[src/rtl/vga_sched_pkg.sv]
// Shared constants for the VGA mode-change scheduler.
// States, fade range and field widths used by every file of the block.
package vga_sched_pkg;

  localparam int MODE_W = 8;
  localparam int FADE_W = 4;
  localparam int PIX_W  = 24;

  localparam logic [FADE_W-1:0] FADE_MAX = 4'd8;

  localparam logic [1:0] S_IDLE     = 2'd0;
  localparam logic [1:0] S_FADE_OUT = 2'd1;
  localparam logic [1:0] S_SWAP     = 2'd2;
  localparam logic [1:0] S_FADE_IN  = 2'd3;

endpackage

[src/rtl/vga_fade_scaler.sv]
// Per-channel brightness scaler: out = (in * level) >> 3, one cycle latency.
// At level 8 the multiply and shift cancel, so pixels pass through unchanged.
module vga_fade_scaler
  import vga_sched_pkg::*;
(
  input  logic             clk,
  input  logic             rst,
  input  logic [PIX_W-1:0] pix_in,
  input  logic [FADE_W-1:0] level,
  output logic [PIX_W-1:0] pix_out
);

  logic [11:0] prod [3];

  always_comb begin
    for (int c = 0; c < 3; c++) begin
      prod[c] = {4'd0, pix_in[8*c +: 8]} * {8'd0, level};
    end
  end

  always_ff @(posedge clk) begin
    if (rst) begin
      pix_out <= '0;
    end else begin
      for (int c = 0; c < 3; c++) begin
        pix_out[8*c +: 8] <= 8'(prod[c] >> 3);
      end
    end
  end

endmodule

[src/rtl/vga_mode_sched.sv]
// Tear-free display mode switcher with optional frame-paced fade.
// Define VGA_FADE_EN to fade out/in around the swap; otherwise swap only.
module vga_mode_sched
  import vga_sched_pkg::*;
#(
  parameter logic [MODE_W-1:0] RESET_MODE  = 8'h00,
  parameter int                STEP_FRAMES = 2
) (
  input  logic              vga_clk,
  input  logic              rst,
  input  logic              frame_tick,
  input  logic              req_valid,
  input  logic [MODE_W-1:0] req_mode,
  output logic              req_ready,
  input  logic [PIX_W-1:0]  pix_in,
  output logic [MODE_W-1:0] disp_mode,
  output logic [FADE_W-1:0] fade_level,
  output logic [PIX_W-1:0]  pix_out,
  output logic              busy,
  output logic              xfer_done
);

  logic [1:0]        state;
  logic [MODE_W-1:0] pending_mode;
  logic [FADE_W-1:0] frm_cnt;
  logic              accept;
  logic              step;

  assign req_ready = (state == S_IDLE);
  assign busy      = ~req_ready;
  assign accept    = req_valid & req_ready;
  assign step      = frame_tick &&
                     (frm_cnt == FADE_W'(STEP_FRAMES - 1));

`ifdef VGA_FADE_EN
  localparam logic [1:0] S_AFTER_REQ  = S_FADE_OUT;
  localparam logic [1:0] S_AFTER_SWAP = S_FADE_IN;

  logic [FADE_W-1:0] level;

  always_ff @(posedge vga_clk) begin
    if (rst) begin
      level <= FADE_MAX;
    end else if (step) begin
      unique case (state)
        S_FADE_OUT: level <= level - 4'd1;
        S_FADE_IN:  level <= level + 4'd1;
        default:    level <= level;
      endcase
    end
  end

  assign fade_level = level;
`else
  localparam logic [1:0] S_AFTER_REQ  = S_SWAP;
  localparam logic [1:0] S_AFTER_SWAP = S_IDLE;

  assign fade_level = FADE_MAX;
`endif

  always_ff @(posedge vga_clk) begin
    if (rst) begin
      state        <= S_IDLE;
      disp_mode    <= RESET_MODE;
      pending_mode <= RESET_MODE;
      frm_cnt      <= '0;
      xfer_done    <= 1'b0;
    end else begin
      xfer_done <= 1'b0;
      unique case (state)
        S_IDLE: begin
          // a tick on the accept cycle is deliberately not counted
          frm_cnt <= '0;
          if (accept) begin
            if (req_mode == disp_mode) begin
              xfer_done <= 1'b1;
            end else begin
              pending_mode <= req_mode;
              state        <= S_AFTER_REQ;
            end
          end
        end
        S_FADE_OUT: begin
          if (frame_tick) begin
            frm_cnt <= step ? '0 : frm_cnt + 4'd1;
            if (step && fade_level == 4'd1) begin
              state <= S_SWAP;
            end
          end
        end
        S_SWAP: begin
          frm_cnt <= '0;
          if (frame_tick) begin
            disp_mode <= pending_mode;
            state     <= S_AFTER_SWAP;
            xfer_done <= (S_AFTER_SWAP == S_IDLE);
          end
        end
        S_FADE_IN: begin
          if (frame_tick) begin
            frm_cnt <= step ? '0 : frm_cnt + 4'd1;
            if (step && fade_level == FADE_MAX - 4'd1) begin
              state     <= S_IDLE;
              xfer_done <= 1'b1;
            end
          end
        end
        default: state <= S_IDLE;
      endcase
    end
  end

  vga_fade_scaler u_scaler (
    .clk     (vga_clk),
    .rst     (rst),
    .pix_in  (pix_in),
    .level   (fade_level),
    .pix_out (pix_out)
  );

endmodule

[config.mk]
export PLATFORM = sky130hd
export DESIGN_NAME = vga_mode_sched
export DESIGN_NICKNAME = d
export VERILOG_FILES = /design/src/rtl/vga_sched_pkg.sv /design/src/rtl/vga_fade_scaler.sv /design/src/rtl/vga_mode_sched.sv
export SDC_FILE = /design/constraint.sdc
export NUM_CORES = 1
export LEC_CHECK = 0
export CORE_MARGIN = 1
export CORE_UTILIZATION = 35
export DETAILED_ROUTE_END_ITERATION = 16
export GPL_ROUTABILITY_DRIVEN = 0
export PLACE_DENSITY = 0.74
export SETUP_SLACK_MARGIN = 0.3
export SLEW_MARGIN = 20
export SYNTH_ARGS = -nofsm -noshare
export SYNTH_HDL_FRONTEND = slang
export SYNTH_SLANG_ARGS = --single-unit
[constraint.sdc]
create_clock -name vga_clk -period 1.2 [get_ports vga_clk]
set_input_delay 0.12 -clock vga_clk [delete_from_list [all_inputs] [get_ports vga_clk]]
set_output_delay 0.12 -clock vga_clk [all_outputs]
set_load 0.005 [all_outputs]
### After elaboration in Yosys (flattened, before gate mapping)

Index checks and enable logic that the tools add are counted.

* bits in registers: 43
* input port bits: 36
* word-level logic and storage cells: 29

* equality and inequality tests: 7
* multiplexer cells: 8
* bitwise operators: 4
* reduce and logical (&&, ||, !) cells: 5

Operator list (count)
* == test 8 bit: 1
* two-way mux 2 bit: 3
* == test 2 bit, second input constant: 2
* inequality test 2 bit, second input constant: 2
* case mux 2 bit (2 select lines): 1
* AND reduction 4 bit: 1
* two-way mux 1 bit: 3
* inverter 1 bit: 3
* AND reduction 3 bit: 1
* == test 2 x 1 -> 1 bit, second input constant: 1
* logical NOT 2 bit: 1
* inequality test 2 x 1 -> 1 bit, second input constant: 1
* case mux 1 bit (2 select lines): 1
* AND reduction 2 bit: 1
* OR reduction 2 bit: 1
* AND 1 bit: 1

### Longest topological paths before layout

Gate-level depths: netlist of the first run.

* word-level depth: 4
* mapped depth: 5

### By module

From an unflattened synthesis of the first run, not the netlist that was laid out.

* cell total of the unflattened synthesis: 467
* area total of the unflattened synthesis: 3967.6 µm²

Modules (own cells, without submodules)
* vga_fade_scaler: instances 1, cells each 372, area an instance 3124.2 µm²
* vga_mode_sched: instances 1, cells each 95, area an instance 843.3 µm²

### Worst setup path before layout of the first run

Ideal clock, no wire load.

* path type: register -> register
* start: reg disp_mode[2]
* end: reg state[1]
* data arrival time: 1.184 ns
* required time: 1.085 ns
* setup slack: -0.099 ns
* stages on the path, launching flop included: 6
* period minus slack after synthesis: 1.299 ns
* path through: dfxtp_1 -> xor2_1 -> nor4_2 -> a21boi_1 -> buf_6 -> o21ba_1

* cells in the longest elaborated chain, start to end: 3

RTL lines
* from (decl): line vga_mode_sched.sv:16 `output logic [MODE_W-1:0] disp_mode,`
* from (signal assigned): line vga_mode_sched.sv:94 `disp_mode <= pending_mode;`
* == test 8 bit: line vga_mode_sched.sv:75 `if (req_mode == disp_mode) begin`
* inequality test 2 bit (no source line)
* AND reduction 4 bit (no source line)
* to (signal assigned): line vga_mode_sched.sv:79 `state <= S_AFTER_REQ;`
* to (signal assigned): line vga_mode_sched.sv:87 `state <= S_SWAP;`
* to (signal assigned): line vga_mode_sched.sv:95 `state <= S_AFTER_SWAP;`
* to (decl): line vga_mode_sched.sv:23 `logic [1:0] state;`

Every way passes these cells.
A chain may end at the register's enable or synchronous reset.

### Final worst setup path of the first run

* start: reg disp_mode[7]
* end: reg pending_mode[7]

* cells in the longest elaborated chain, start to end: 3

RTL lines
* == test 8 bit: line vga_mode_sched.sv:75
* inverter 1 bit (no source line)
* AND reduction 3 bit (no source line)
* to (signal assigned): line vga_mode_sched.sv:78 `pending_mode <= req_mode;`
* to (decl): line vga_mode_sched.sv:24 `logic [MODE_W-1:0] pending_mode;`

Every way passes these cells.

==> impl_metrics.toml, run 1 <==
[status]
status = "finished, violations left"
violations = "negative setup slack"

[final_layout]
fin_cells = 291
areaGrowthSynthToFinish_pct = 75.5
final_common_cell = "clkdlybuf4s50_1"
num-fill-cells = 325
drive_above_1_share = 0.427
nNetsFinal = 277
regArea_um2 = 855
layout_common_cells = "clkdlybuf4s50_1, dfxtp_1, nor2b_1, buf_2, buf_6"
multi_input_area_um2 = 749
antenna_cells = 0

[setup_path]
crit_arrival_ns = 1.58
crit_required_ns = 1.38
cp_max_fo = 4
path_class = "flop to flop"
worstSetupStartpointType = "flop"
cp-end-kind = "flop"

[clock_network]
htreeDepth = 2
clock-root-buffer = "clkbuf_8"
clock-sinks = 42
clock_path_buffers = 2
cts-buffers-inserted = 5
ctsHoldBuffers = 0
tritoncts = "done"
path_clk_slew_ns = 0.08
clock_latency_ns = 0.29

[route]
num_vias = 1283
postRouteAntennaNets = 0
drt-total-wl_um = 3560
wl_per_cell_um = 12.2
drt-initial-drc-count = 24
dr.pass1.iters = 4
routed_via_density = 4.41
drc_errors = 0

[power_and_ir_drop]
vdd_drop_max_v = 0.000740
p_leak_uw = 0.00112
clkPwrFrac = 0.297
pwr-share-comb = 0.168
p_seq_frac = 0.534
switching_share = 0.230
powerDensity_nw_per_um2 = 1060
p_int_uw = 2150
switching_power_uw = 642
finalPower_uw = 2790

[die]
die_x_um = 67.4
fp.dieH_um = 67.4
io_pins = 75
start_util = 0.369
rows = 23
die-area_um2 = 4550
core_area_um2 = 4060

[placed_design]
dp_hpwl_um = 2370
io_buffer_count = 70
dp_cells = 275

[synthesis]
syn_inst = 146
synth_cell_types = 18
seq_area_frac_synth = 0.561
avgSynthCellArea_um2 = 10.3
synthArstFlopShare = 0
synth_edf_count = 0
synth.cell_area_um2 = 1500
ys.flop_type = "dfxtp_1"
synth_seq_cells = 42
yosysWarnings = 0

[grt]
grt_use_total = 0.160
antenna_found_initial = 0
grt_pass1_wl_um = 5040
gr-total-overflow = 0
grt_pass1_vias = 1161
grt_start_max_net_pins = 29

[timing]
fin_crit_ns = 1.40
slew_violations = 0
finalSetupViolCount = 10
fin_crit_sh = 1.17
timing.final.ws_setup_ns = -0.202
rsz0062_at_grt = "yes"
fin_skew_ns = 0.00698
final.setup.tns_ns = -1.74
hold_viol_final = 0
fmax_mhz = 713

[run]
maxCapViolations = 0

[worst_hold_path]
hp-class = "primary input to flop"
worst max-delay path, stage by stage, from the launching register on:
cell,delay (ns)
dfxtp_2,0.33
xor2_1,0.14
nor4_2,0.39
a21boi_2,0.14
buf_6,0.16
mux2i_1,0.12
per-layer routing:
metal,GRT usage,vias up,part of all wire
met2,0.258,59,0.51
met4,0.0931,0,0.021
li1,-,645,-
met3,0.106,6,0.12
met5,0,-,0
met1,0.150,573,0.35
path summary, 6_finish.rpt:
| check | to | depth (start not counted) | start | slack [ns] |
|---|---|---|---|---|
| setup reg to reg | pending_mode[7] | 5 | disp_mode[7] | -0.20 |
| setup / recovery | pending_mode[7] | 5 | disp_mode[7] | -0.20 |
| hold reg to reg | disp_mode[7] | 2 | pending_mode[7] | 0.47 |
| hold / removal | u_scaler.pix_out[18] | 2 | pix_in[18] | 0.38 |
cells in the mapped netlist (all sizes together) (5+ instances only):
master,instances,area (µm²)
a21oi,9,45.0
buf,5,41.3
clkbuf,7,26.3
dfxtp,42,841
mux2i,8,80.1
nand2,9,33.8
nand2b,14,87.6
nand3,9,45.0
nor2b,25,156
xor2,8,70.1
flip-flops by register name, summed over array words and instances, names as in the netlist:
signal,cells
pending_mode,8
disp_mode,8
xfer_done,1
u_scaler.pix_out,24
state,1
power groups by stage:
stage	clock network [µW]	registers (µW)	logic, µW
floorplan	0	1520	149
global placement	0	1520	424
detailed placement	0	1520	427
CTS	859	1490	421
global route	919	1500	510
finish	830	1490	470
metrics by stage:
stage / hold WS [ns] / worst slack [ns] / utilization / area, µm²
floorplan: 0.248 / -0.0721 / - / 1520
global placement: 0.456 / -0.453 / 0.582 / 2360
detailed placement: 0.453 / -0.496 / 0.582 / 2360
CTS: 0.372 / -0.176 / 0.603 / 2440
global route: 0.376 / -0.293 / 0.648 / 2630
finish: 0.381 / -0.202 / 0.648 / 2630
what timing repair did:
action,in CTS,in global routing
gates resized for setup,181,27
pin swaps,7,8
setup endpoints to repair,53,28
buffers inserted,2,5
gates cloned,1,1
hold endpoints to repair,0,0
area by class of cell:
cell class | instances | area share
inverter | 1 | 0.00238
clock buffer | 7 | 0.0290
tap | 50 | 0.0238
sequential | 42 | 0.325
multi-input combinational | 94 | 0.285
timing repair buffer | 97 | 0.335
kinds of logic after synthesis:
group           Yosys count  synth area share
mux                       8            0.0534
simple gates             62             0.245
other cells               2           0.00501
xor+xnor                  8            0.0467
buf+inv                  13            0.0476
compound gates           11            0.0417
flops                    42             0.561
Power figures use the tool's default switching activity.
==> run 2, diff against run 1 <==
--- a/config.mk
+++ b/config.mk
@@ -7,6 +7,7 @@
 export LEC_CHECK = 0
 export CORE_MARGIN = 1
 export CORE_UTILIZATION = 35
+export CTS_CLUSTER_DIAMETER = 80
 export DETAILED_ROUTE_END_ITERATION = 16
 export GPL_ROUTABILITY_DRIVEN = 0
 export PLACE_DENSITY = 0.74
==> results of run 2 <==
Final layout, timing and power as in run 1 (identical DEF).
==> run 3, diff against run 2 <==
--- a/config.mk
+++ b/config.mk
@@ -5,6 +5,7 @@
 export SDC_FILE = /design/constraint.sdc
 export NUM_CORES = 1
 export LEC_CHECK = 0
+export CAP_MARGIN = 5
 export CORE_MARGIN = 1
 export CORE_UTILIZATION = 35
 export CTS_CLUSTER_DIAMETER = 80
==> results of run 3 <==
Final layout, timing and power as in run 1 (identical DEF).
